**src/rtl/coreaxi4sram_rdwr_arb.sv**
```systemverilog
// Single-port SRAM arbiter: grants the shared port to one AXI4 burst at a time
// and produces the address-channel accept strobes for the slave interface.
module coreaxi4sram_rdwr_arb #(
  parameter int ARB_MODE = 0
) (
  input  logic       ACLK,
  input  logic       ARESETN,
  input  logic       AWVALID_slvif,
  input  logic [7:0] AWLEN_S,
  input  logic       ARVALID_slvif,
  input  logic [7:0] ARLEN_S,
  input  logic       wbeat,
  input  logic       WLAST_slvif,
  input  logic       bhs,
  input  logic       rbeat,
  output logic       awready_mc,
  output logic       waddrchset_mc,
  output logic       arready_mc,
  output logic       raddrchset_mc,
  output logic       wr_gnt,
  output logic       rd_gnt,
  output logic       rd_last,
  output logic       wlast_err
);

  typedef enum logic [2:0] {
    IDLE    = 3'd0,
    WR_ADDR = 3'd1,
    WR_DATA = 3'd2,
    WR_RESP = 3'd3,
    RD_ADDR = 3'd4,
    RD_DATA = 3'd5
  } state_t;

  state_t     state;
  state_t     next_state;
  logic [7:0] beat_cnt;
  logic       last_wr;
  logic       cnt_zero;

  assign cnt_zero = (beat_cnt == 8'd0);

  always_ff @(posedge ACLK or negedge ARESETN) begin
    if (!ARESETN) begin
      state <= IDLE;
    end else begin
      state <= next_state;
    end
  end

  // On a tie, round-robin gives the port to the direction that did not go last.
  always_comb begin
    next_state = state;
    case (state)
      IDLE: begin
        if (AWVALID_slvif && ARVALID_slvif) begin
          next_state = ((ARB_MODE == 1) || !last_wr) ? WR_ADDR : RD_ADDR;
        end else if (AWVALID_slvif) begin
          next_state = WR_ADDR;
        end else if (ARVALID_slvif) begin
          next_state = RD_ADDR;
        end
      end
      WR_ADDR: next_state = WR_DATA;
      WR_DATA: if (wbeat && cnt_zero) next_state = WR_RESP;
      WR_RESP: if (bhs) next_state = IDLE;
      RD_ADDR: next_state = RD_DATA;
      RD_DATA: if (rbeat && cnt_zero) next_state = IDLE;
      default: next_state = IDLE;
    endcase
  end

  always_ff @(posedge ACLK or negedge ARESETN) begin
    if (!ARESETN) begin
      beat_cnt  <= 8'd0;
      last_wr   <= 1'b0;
      wlast_err <= 1'b0;
    end else begin
      case (state)
        WR_ADDR: beat_cnt <= AWLEN_S;
        RD_ADDR: beat_cnt <= ARLEN_S;
        WR_DATA: begin
          if (wbeat) begin
            if (!cnt_zero) beat_cnt <= beat_cnt - 8'd1;
            if (WLAST_slvif != cnt_zero) wlast_err <= 1'b1;
          end
        end
        WR_RESP: if (bhs) last_wr <= 1'b1;
        RD_DATA: begin
          if (rbeat) begin
            if (cnt_zero) last_wr <= 1'b0;
            else beat_cnt <= beat_cnt - 8'd1;
          end
        end
        default: ;
      endcase
    end
  end

  // Outputs decode only registered state, so no input-to-output combinational path.
  always_comb begin
    awready_mc    = (state == WR_ADDR);
    waddrchset_mc = (state == WR_ADDR);
    arready_mc    = (state == RD_ADDR);
    raddrchset_mc = (state == RD_ADDR);
    wr_gnt        = (state == WR_DATA) || (state == WR_RESP);
    rd_gnt        = (state == RD_DATA);
    rd_last       = (state == RD_DATA) && cnt_zero;
  end

endmodule

```
**config.mk**
```make
export PLATFORM = sky130hd
export DESIGN_NAME = coreaxi4sram_rdwr_arb
export DESIGN_NICKNAME = d
export VERILOG_FILES = /design/src/rtl/coreaxi4sram_rdwr_arb.sv
export SDC_FILE = /design/constraint.sdc
export NUM_CORES = 1
export LEC_CHECK = 0
export CORE_MARGIN = 4
export CORE_UTILIZATION = 48
export CTS_CLUSTER_SIZE = 16
export DETAILED_ROUTE_END_ITERATION = 10
export GPL_ROUTABILITY_DRIVEN = 0
export PLACE_DENSITY_LB_ADDON = 0.15
export SLEW_MARGIN = 20
export SYNTH_ARGS = -nofsm -noshare
export SYNTH_HDL_FRONTEND = slang
export SYNTH_SLANG_ARGS = --single-unit
```
**constraint.sdc**
```tcl
create_clock -name ACLK -period 3.4 [get_ports ACLK]
set_input_delay 0.51 -clock ACLK [delete_from_list [all_inputs] [get_ports ACLK]]
set_output_delay 0.51 -clock ACLK [all_outputs]
set_load 0.01 [all_outputs]
```
## After elaboration in Yosys (flattened, before gate mapping)

Index checks and enable logic that the tools add are counted.

| storage, ports and cells | value |
|---|---|
| register bits | 13 |
| bits of input ports | 24 |
| output and inout bits | 8 |
| logic and storage cells | 47 |

| cells by class | value |
|---|---|
| add/subtract/negate cells | 1 |
| equal/unequal tests | 13 |
| mux-type cells | 16 |
| reduce and logical (&&, ||, !) cells | 13 |

Operators with widths:

| cell | number |
|---|---|
| one-hot mux 8 bit (4 select lines) | 1 |
| two-way mux 8 bit | 3 |
| two-way mux 3 bit | 7 |
| one-hot mux 3 bit (6 select lines) | 1 |
| zero test 8 bit | 1 |
| inequality test 2 bit, second input constant | 4 |
| AND reduction 4 bit | 2 |
| subtractor 8 x 1 -> 8 bit, second input constant | 1 |
| == test 3 x 2 -> 1 bit, second input constant | 2 |
| == test 3 bit, second input constant | 2 |
| AND reduction 3 bit | 2 |
| logical AND 1 bit | 4 |
| inequality test 2 x 1 -> 1 bit, second input constant | 2 |
| inequality test 4 bit, second input constant | 1 |
| nonzero test 4 bit | 1 |
| == test 3 x 1 -> 1 bit, second input constant | 1 |
| zero test 3 bit | 1 |
| two-way mux 1 bit | 3 |
| one-hot mux 1 bit (2 select lines) | 1 |
| nonzero test 2 bit | 1 |
| logical OR 1 bit | 1 |
| inequality test 1 bit | 1 |

## Depth between registers and ports, before layout

Gate-level depths: netlist (run 1).

| logic depth | value |
|---|---|
| word-level depth | 4 |
| gate-level depth with buffers | 6 |
| depth with buffers taken out | 6 |

## Worst setup path after synthesis (run 1)

Ideal clock, no wire load.

| path | value |
|---|---|
| path type | flip-flop to flip-flop |
| start | register beat_cnt[0] |
| end | register beat_cnt[1] |
| arrival | 1742 ps |
| setup slack | 1533 ps |
| cell stages (with the launch flop) | 7 |
| cells stage by stage | dfrtp_1 > inv_1 > ha_1 > nor4b_4 > a22oi_4 > or2_4 > mux2_4 |

| between the ends | value |
|---|---|
| cells in the longest elaborated chain, start to end | 4 |

Ends and longest elaborated chain:

| element | RTL line | RTL |
|---|---|---|
| start, declared | 37 | `logic [7:0] beat_cnt;` |
| start signal, assigned | 84 | `if (!cnt_zero) beat_cnt <= beat_cnt - 8'd1;` |
| start signal, assigned | 92 | `else beat_cnt <= beat_cnt - 8'd1;` |
| subtractor 8 x 1 -> 8 bit / zero test 8 bit (equally long branches) | 84, 92, 41 |  |
| two-way mux 8 bit * | 84, 91 |  |
| two-way mux 8 bit, on equally long branches | 90, 83 |  |
| one-hot mux 8 bit (4 select lines) * | 79 | `case (state)` |

Every way passes the cells marked *; elsewhere a longest branch is shown, timed or not. The select of a mux whose other input is x is not followed.
A chain may end at the register's enable or synchronous reset.

## Final worst setup path (run 1)

| path | value |
|---|---|
| start | register beat_cnt[0] |
| end | output port rd_last |

| between the ends | value |
|---|---|
| cells in the longest elaborated chain, start to end | 2 |

Ends and longest elaborated chain:

| element | RTL line | RTL |
|---|---|---|
| zero test 8 bit | 41 | `assign cnt_zero = (beat_cnt == 8'd0);` |
| logical AND 1 bit | 108 | `rd_last = (state == RD_DATA) && cnt_zero;` |
| end, declared | 22 | `output logic rd_last,` |

No other way between the ends.

==> impl_metrics.ini, run 1 <==
[run_status]
status = completed

[final_layout]
syn_to_final_growth_pct = 31.47
antenna_cells = 0
layout_common_cells = clkdlybuf4s50_1, dfrtp_1, inv_1, nor2_1, o22ai_1
layout-drive-gt1-share = 0.08904
final_cell_area_um2 = 1385
fin_nets = 172
final_common_cell = clkdlybuf4s50_1

[timing]
hold_viol_final = 0
min_period_ns = 2.796
setup_tns_ns = 0
setup_ws_ns = 0.6044
timing.fmax_mhz = 357.7
max_slew.worst_pin.slew_ns = 0.6459
finalSetupViolations = 0
period_share = 0.8222
slew_headroom = 0.5681
maxSlewViolCount = 0
fin_skew_ns = 0.0005967
rsz0062_at_grt = no

[power_and_ir_drop]
switchingPower_uw = 631.9
intPower_uw = 712.8
p_sw_frac = 0.4699
powerDensity_nw_per_um2 = 970.8
seq_power_share = 0.281
clkPwrFrac = 0.071
ir_drop_mv = 0.5737
pwr-share-comb = 0.648
power_mw = 1.345
leakagePower_nw = 0.5355

[global_routing]
grt_pass1_vias = 1072
grt_max_degree = 21
antenna_found_initial = 0
grt_overflow = 0
grt_pass1_wl_um = 4698
track_usage = 0.2173

[placement]
placed_cell_area_um2 = 1359
io_buffers = 31
dp_hpwl_um = 2296
pre_cts_ws_ns = 0.9002

[worst_setup_path]
cp_max_fo = 9
r2r-start = beat_cnt[0]
path_buf_inv = 2
cpMaxStageDelayCell = clkdlybuf4s50_1
path_cells = inv_1 > ha_1 > nor4b_4 > nand2_1 > nor2_1 > clkdlybuf4s50_1
crit_arrival_ns = 2.29
crit_type = register to output port
rrSetupSlack_ns = 1.30
crit_path_end_kind = output port
slowest_delay_ns = 0.56
cp_top_family = simple AND/OR/NAND/NOR gates
cp.depth = 6
crit_required_ns = 2.89
cp-start-kind = register
timing.rr.end = beat_cnt[1]
reg2regPathDepth = 6

[synthesis]
syn_nets = 143
synth-edff-count = 0
yosysWarnings = 0
synthFlopType = dfrtp_1
ys_ff_latch = 13
avgSynthCellArea_um2 = 8.928
synthArstFlopShare = 1.000
syn_area_um2 = 1054
synth_seq_area_share = 0.3088
ys_types = 49
synth_cells = 118

[clocking]
clock_sinks = 13
hold_buffers = 0
cts_max_level = 1
cts_tree = built
cts-root-buf = clkbuf_4
cts_resized = 0
cts_buffers = 3
insertion_delay_ns = 0.27
cts.reportedPaths.clkPinSlew_ns = 0.08
ctsLongestPathBuffers = 2
cts_setup_buffers = 0

[floorplan]
dieArea_um2 = 3009
num_rows = 16
die_w_um = 54.85
start_util = 0.5210
num_io_pins = 32
dieHeight_um = 54.85
core_area_um2 = 2022

[route]
wl_per_cell_um = 17.38
drt_wl_total_um = 3007
drcViolationCount = 0
first_pass_iters = 4
viasPerCell = 6.266
ant_nets = 0
vias = 1084
drt_iter0_drc = 49

[worst_hold_path]
holdPathEnd = wlast_err
hp-start = wlast_err
hold_path.class = register to register
whs_path_depth = 1

[flow_run]
cap_violations = 0
-- through the flow --
stage                     std cells    util  hold WS (ns)
final                           173  0.6850        0.4952
after global placement          169  0.6720        0.4671
after floorplan                 118       -        0.2144
after detailed placement        169  0.6720        0.4821
after CTS                       173  0.6850        0.5041
after global routing            173  0.6850        0.5314
-- cells in the mapped netlist (2+ instances only) --
master / count / share of area
a2bb2oi_1: 2 / 0.017
nand2b_1: 4 / 0.024
nand3_1: 2 / 0.0095
o22ai_1: 8 / 0.048
a222oi_1: 4 / 0.038
a21oi_1: 3 / 0.014
buf_2: 4 / 0.019
nand2_1: 3 / 0.011
o21ai_0: 6 / 0.029
nor3b_1: 2 / 0.014
a31oi_1: 3 / 0.018
o2bb2ai_1: 4 / 0.033
a32o_1: 2 / 0.019
nor2b_1: 2 / 0.012
dfrtp_1: 13 / 0.31
o211ai_1: 2 / 0.014
nor2_1: 8 / 0.029
buf_4: 2 / 0.014
nand3b_1: 3 / 0.021
inv_1: 10 / 0.036
or3_1: 3 / 0.018
-- worst max-delay path by stage --
stage                      startpoint     endpoint  slack, ns
after floorplan           beat_cnt[0]  beat_cnt[1]       1.53
after global placement    beat_cnt[0]      rd_last       0.95
after detailed placement  beat_cnt[0]      rd_last       0.90
after CTS                 beat_cnt[0]      rd_last       0.59
after global routing      beat_cnt[0]      rd_last       0.41
final                     beat_cnt[0]      rd_last       0.60
-- power groups by stage --
stage	Clock [mW]	Sequential (mW)	Combinational (mW)
global placement	0	0.367	0.837
CTS	0.0995	0.372	0.863
finish	0.0952	0.378	0.872
floorplan	0	0.296	0.701
detailed placement	0	0.375	0.861
global route	0.108	0.390	0.944
-- metal layers --
metal  global-route usage  wire length [um]  part of all wire  up-vias
li1                     -                 -                 -      515
met1               0.2786              1273              0.42      517
met2               0.3425              1528              0.51       46
met3              0.04905               171             0.057        6
met4              0.09959                34             0.011        0
met5                    0                 0                 0        -
-- cell families after synthesis --
kind of cell,Yosys count,share of synthesized area
AND/OR/NAND/NOR,39,0.2447
flip-flops,13,0.3088
buffers and inverters,17,0.07244
adder cells (fa/ha/maj),1,0.01187
XOR/XNOR,2,0.01663
multiplexers,1,0.01425
AO/OA/AOI/OAI,45,0.3314
-- state kept, by name, indices dropped and copies added, names as in the netlist --
signal / count
state: 3
beat_cnt: 8
last_wr: 1
wlast_err: 1
-- final cells by class --
| class | count | area (um^2) |
|---|---|---|
| multi-input cells | 88 | 651.9 |
| fillers | 163 | 636.9 |
| flip-flops and latches | 13 | 325.3 |
| repair buffers | 31 | 310.3 |
| inverters | 10 | 37.54 |
| well taps | 27 | 33.78 |
| clock buffers | 4 | 26.28 |
Power figures use the tool's default switching activity.
==> run 2, diff against run 1 <==
--- a/config.mk
+++ b/config.mk
@@ -6,7 +6,7 @@
 export NUM_CORES = 1
 export LEC_CHECK = 0
 export CORE_MARGIN = 4
-export CORE_UTILIZATION = 48
+export CORE_UTILIZATION = 42
 export CTS_CLUSTER_SIZE = 16
 export DETAILED_ROUTE_END_ITERATION = 10
 export GPL_ROUTABILITY_DRIVEN = 0
==> constraint.sdc (replaced) <==
create_clock -name ACLK -period 2.35 [get_ports ACLK]
set_input_delay 0.3525 -clock ACLK [delete_from_list [all_inputs] [get_ports ACLK]]
set_output_delay 0.3525 -clock ACLK [all_outputs]
set_load 0.01 [all_outputs]
==> impl_metrics.ini, run 2 (same netlist as run 1, synthesis figures left out) <==
[placement]
dp.cells = 176
pre_cts_ws_ns = 0.2997
dp_hpwl_um = 2203
io_buffers = 31

[global_routing]
antenna_found_initial = 0
grt_overflow = 0
met2_usage = 0.2887
grt_pass1_vias = 1045
track_usage = 0.1778
grt_util_met3 = 0.02673
grt_pass1_wl_um = 4767
grt_max_degree = 17
top_usage_layer = met2
grt_use_met1 = 0.2293

[timing]
whs_ns = 0.4774
finalSetupViolations = 0
hold_viol_final = 0
maxSlewViolCount = 0
max_slew.worst_pin.slew_ns = 0.6548
fin_skew_ns = 0.002021
rsz0062_at_grt = no
timing.fmax_mhz = 452.3
slew_headroom = 0.5621
setup_tns_ns = 0
setup_ws_ns = 0.1389
period_share = 0.9409
min_period_ns = 2.211

[final_layout]
layout_common_cells = clkdlybuf4s50_1, dfrtp_1, inv_1, nor2_1, o22ai_1
top_regs = beat_cnt (8), state (3)
syn_to_final_growth_pct = 36.34
layout.cells.non_filler = 180
layout-drive-gt1-share = 0.1250
largest_reg_flops = 8
regMostFlops = beat_cnt
final_common_cell = clkdlybuf4s50_1
fin_nets = 178
antenna_cells = 0

[clocking]
cts_setup_buffers = 0
cts-root-buf = clkbuf_4
ctsLongestPathBuffers = 2
cts_max_level = 1
cts.reportedPaths.clkPinSlew_ns = 0.08
cts_tree = built
insertion_delay_ns = 0.27
cts_buffers = 3
clock_sinks = 13

[power_and_ir_drop]
power_mw = 2.022
leakagePower_nw = 0.5730
ir_drop_mv = 0.6701
powerDensity_nw_per_um2 = 1407

[worst_setup_path]
cp-start-kind = register
cp_max_fo = 14
crit_path_end_kind = output port
crit_type = register to output port
rrSetupSlack_ns = 0.40
crit_required_ns = 2.00
crit_arrival_ns = 1.86

[worst_hold_path]
hold_path.class = input pin to asynchronous set/reset pin

[route]
viasPerCell = 5.961
drcViolationCount = 0
drt_iter0_drc = 44
ant_nets = 0
drt_wl_total_um = 2886
first_pass_iters = 4
wl_per_cell_um = 16.03
vias = 1073

[floorplan]
dieArea_um2 = 3374
start_util = 0.4586
num_io_pins = 32
num_rows = 17
core_area_um2 = 2297
die_w_um = 58.09
dieHeight_um = 58.09

[run_status]
status = completed

[flow_run]
cap_violations = 0
==> run 2: cell count changes in the layout (fill, tap and decap cells not counted) <==
cell	previous run	this run
buf_4	0	6
clkdlybuf4s50_1	31	30
dlygate4sd2_1	0	1
nor3b_2	1	0
nor3b_4	0	1
==> run 2: path summary, 6_finish.rpt <==
| check | start | end | cells past startpoint |
|---|---|---|---|
| max in group asynchronous | ARESETN | last_wr | 1 |
| worst min-delay path | ARESETN | beat_cnt[3] | 1 |
| worst max-delay path | state[2] | arready_mc | 2 |
| min in group ACLK | wlast_err | wlast_err | 1 |
| worst max register to register | beat_cnt[0] | beat_cnt[1] | 7 |
| worst min register to register | wlast_err | wlast_err | 1 |
==> run 2: cell type report <==
cell class                 count  area, um^2
clock buffer                   4       26.28
sequential                    13       325.3
inverter                      10       37.54
timing repair buffer          37       354.1
fill                         213       860.8
multi-input combinational     88       658.1
tap                           28       35.03
==> run 2: report_power, final <==
group / internal [mW] / leakage (nW) / total (mW) / switching (mW)
combinational: 0.699 / 0.404 / 1.38 / 0.677
clock: 0.0657 / 0.0150 / 0.141 / 0.0749
sequential: 0.342 / 0.154 / 0.504 / 0.162
==> run 2: routing by layer <==
layer	wire, um	vias up	share of wire
met5	0	-	0
li1	-	526	-
met2	1339	39	0.46
met4	27	0	0.0094
met1	1293	506	0.45
met3	226	2	0.078
==> run 2: what timing repair did <==
action                                  in CTS  in global routing
endpoints found under the setup margin       1                  2
hold buffers                                 0                  0
gates resized for setup                      1                  1
==> run 2: worst max-delay path: stages, from the launching register on <==
cell             delay, ns
dfrtp_1               0.60
nor3b_4               0.39
clkdlybuf4s50_1       0.60
==> run 2: through the flow <==
step / cell area, um^2 / util
floorplan: 1054 / -
global route: 1436 / 0.6253
CTS: 1430 / 0.6225
detailed placement: 1405 / 0.6117
finish: 1436 / 0.6253
global placement: 1405 / 0.6117
==> run 3, diff against run 2 <==
--- a/config.mk
+++ b/config.mk
@@ -5,9 +5,9 @@
 export SDC_FILE = /design/constraint.sdc
 export NUM_CORES = 1
 export LEC_CHECK = 0
+export CORE_ASPECT_RATIO = 0.9
 export CORE_MARGIN = 4
 export CORE_UTILIZATION = 42
-export CTS_CLUSTER_SIZE = 16
 export DETAILED_ROUTE_END_ITERATION = 10
 export GPL_ROUTABILITY_DRIVEN = 0
 export PLACE_DENSITY_LB_ADDON = 0.15
==> impl_metrics.ini, run 3 (same netlist as run 1, synthesis figures left out) <==
[timing]
whs_ns = 0.4454
max_slew.worst_pin.slew_ns = 0.6101
maxSlewViolCount = 0
slew_headroom = 0.5920
period_share = 0.9447
setup_tns_ns = 0
timing.fmax_mhz = 450.4
min_period_ns = 2.220
fin_skew_ns = 0.006098
setup_ws_ns = 0.1298
finalSetupViolations = 0
rsz0062_at_grt = no
hold_viol_final = 0

[floorplan]
start_util = 0.4616
num_io_pins = 32
die_w_um = 60.79
dieArea_um2 = 3375
core_area_um2 = 2282
dieHeight_um = 55.52
num_rows = 16

[worst_setup_path]
cp_max_fo = 14
crit_arrival_ns = 1.87
cp_top_family = buffers and inverters
rrSetupSlack_ns = 0.39
path_buf_inv = 2
reg2regPathDepth = 7
timing.rr.end = beat_cnt[1]
crit_required_ns = 2.00
cp-start-kind = register
cpMaxStageDelayCell = clkdlybuf4s50_1
crit_type = register to output port
path_cells = nand2b_1 > inv_1 > clkdlybuf4s50_1
crit_path_end_kind = output port
slowest_delay_ns = 0.58
r2r-start = beat_cnt[0]

[final_layout]
layout-drive-gt1-share = 0.1316
final_common_cell = clkdlybuf4s50_1
layout_common_cells = clkdlybuf4s50_1, dfrtp_1, inv_1, o22ai_1, nor2_1
largest_reg_flops = 8
post-route-util = 0.6272
regMostFlops = beat_cnt
fin_nets = 178
layout.cells.non_filler = 179
antenna_cells = 0
fillers = 224
top_regs = beat_cnt (8), state (3)
syn_to_final_growth_pct = 35.87
final_cell_area_um2 = 1431

[run_status]
status = completed

[placement]
pre_cts_ws_ns = 0.2440
placed_cell_area_um2 = 1404
dp_hpwl_um = 2286
dp.cells = 175
io_buffers = 31

[route]
drt_wl_total_um = 2985
viasPerCell = 6.095
drt_iter0_drc = 60
ant_nets = 0
first_pass_iters = 5
drcViolationCount = 0
vias = 1091
wl_per_cell_um = 16.68

[power_and_ir_drop]
powerDensity_nw_per_um2 = 1413
ir_drop_mv = 0.8492
power_mw = 2.023
leakagePower_nw = 0.5709

[global_routing]
track_usage = 0.1856
grt_pass1_vias = 1085
grt_pass1_wl_um = 4892
antenna_found_initial = 0
grt_max_degree = 15
grt_overflow = 0

[clocking]
cts_setup_buffers = 0
cts_max_level = 1
cts.reportedPaths.clkPinSlew_ns = 0.09
cts_buffers = 3
clock_sinks = 13
cts-root-buf = clkbuf_4
cts_tree = built
hold_buffers = 0
cts_resized = 2
ctsLongestPathBuffers = 2
insertion_delay_ns = 0.28

[flow_run]
cap_violations = 0

[worst_hold_path]
hold_path.class = input pin to asynchronous set/reset pin
-- run 3: worst max path at each step --
stage | start | end | slack, ns | cells past startpoint
6_report | state[2] | wr_gnt | 0.13 | 3
5_1_grt | state[2] | rd_gnt | 0.05 | 3
4_1_cts | state[1] | waddrchset_mc | 0.14 | 4
3_5_place_dp | beat_cnt[0] | rd_last | 0.24 | 6
3_3_place_gp | beat_cnt[0] | rd_last | 0.34 | 6
2_1_floorplan | beat_cnt[0] | beat_cnt[1] | 0.48 | 6
-- run 3: per-layer routing --
metal,part of all wire,vias up,GRT usage
met2,0.48,31,0.2809
met3,0.058,4,0.04895
li1,-,528,-
met4,0.0084,0,0.05573
met1,0.45,528,0.2546
met5,0,-,0
-- run 3: worst register-to-register path: stages, from the launching register on --
cell     delay, ns
dfrtp_1       0.41
inv_1         0.09
ha_1          0.18
nor4b_4       0.23
buf_4         0.22
a22oi_4       0.13
or2_4         0.30
mux2_4        0.30
-- run 3: final cells by class --
type / instances / area, um^2 / area share
multi-input combinational: 88 / 654.4 / 0.4572
timing repair buffer: 37 / 354.1 / 0.2474
sequential: 13 / 325.3 / 0.2273
inverter: 10 / 37.54 / 0.02622
tap: 27 / 33.78 / 0.02360
clock buffer: 4 / 26.28 / 0.01836
-- run 3: report_power, final --
group	total, mW	internal, mW	switching [mW]
sequential	0.512	0.342	0.170
clock	0.144	0.0659	0.0784
combinational	1.37	0.691	0.676
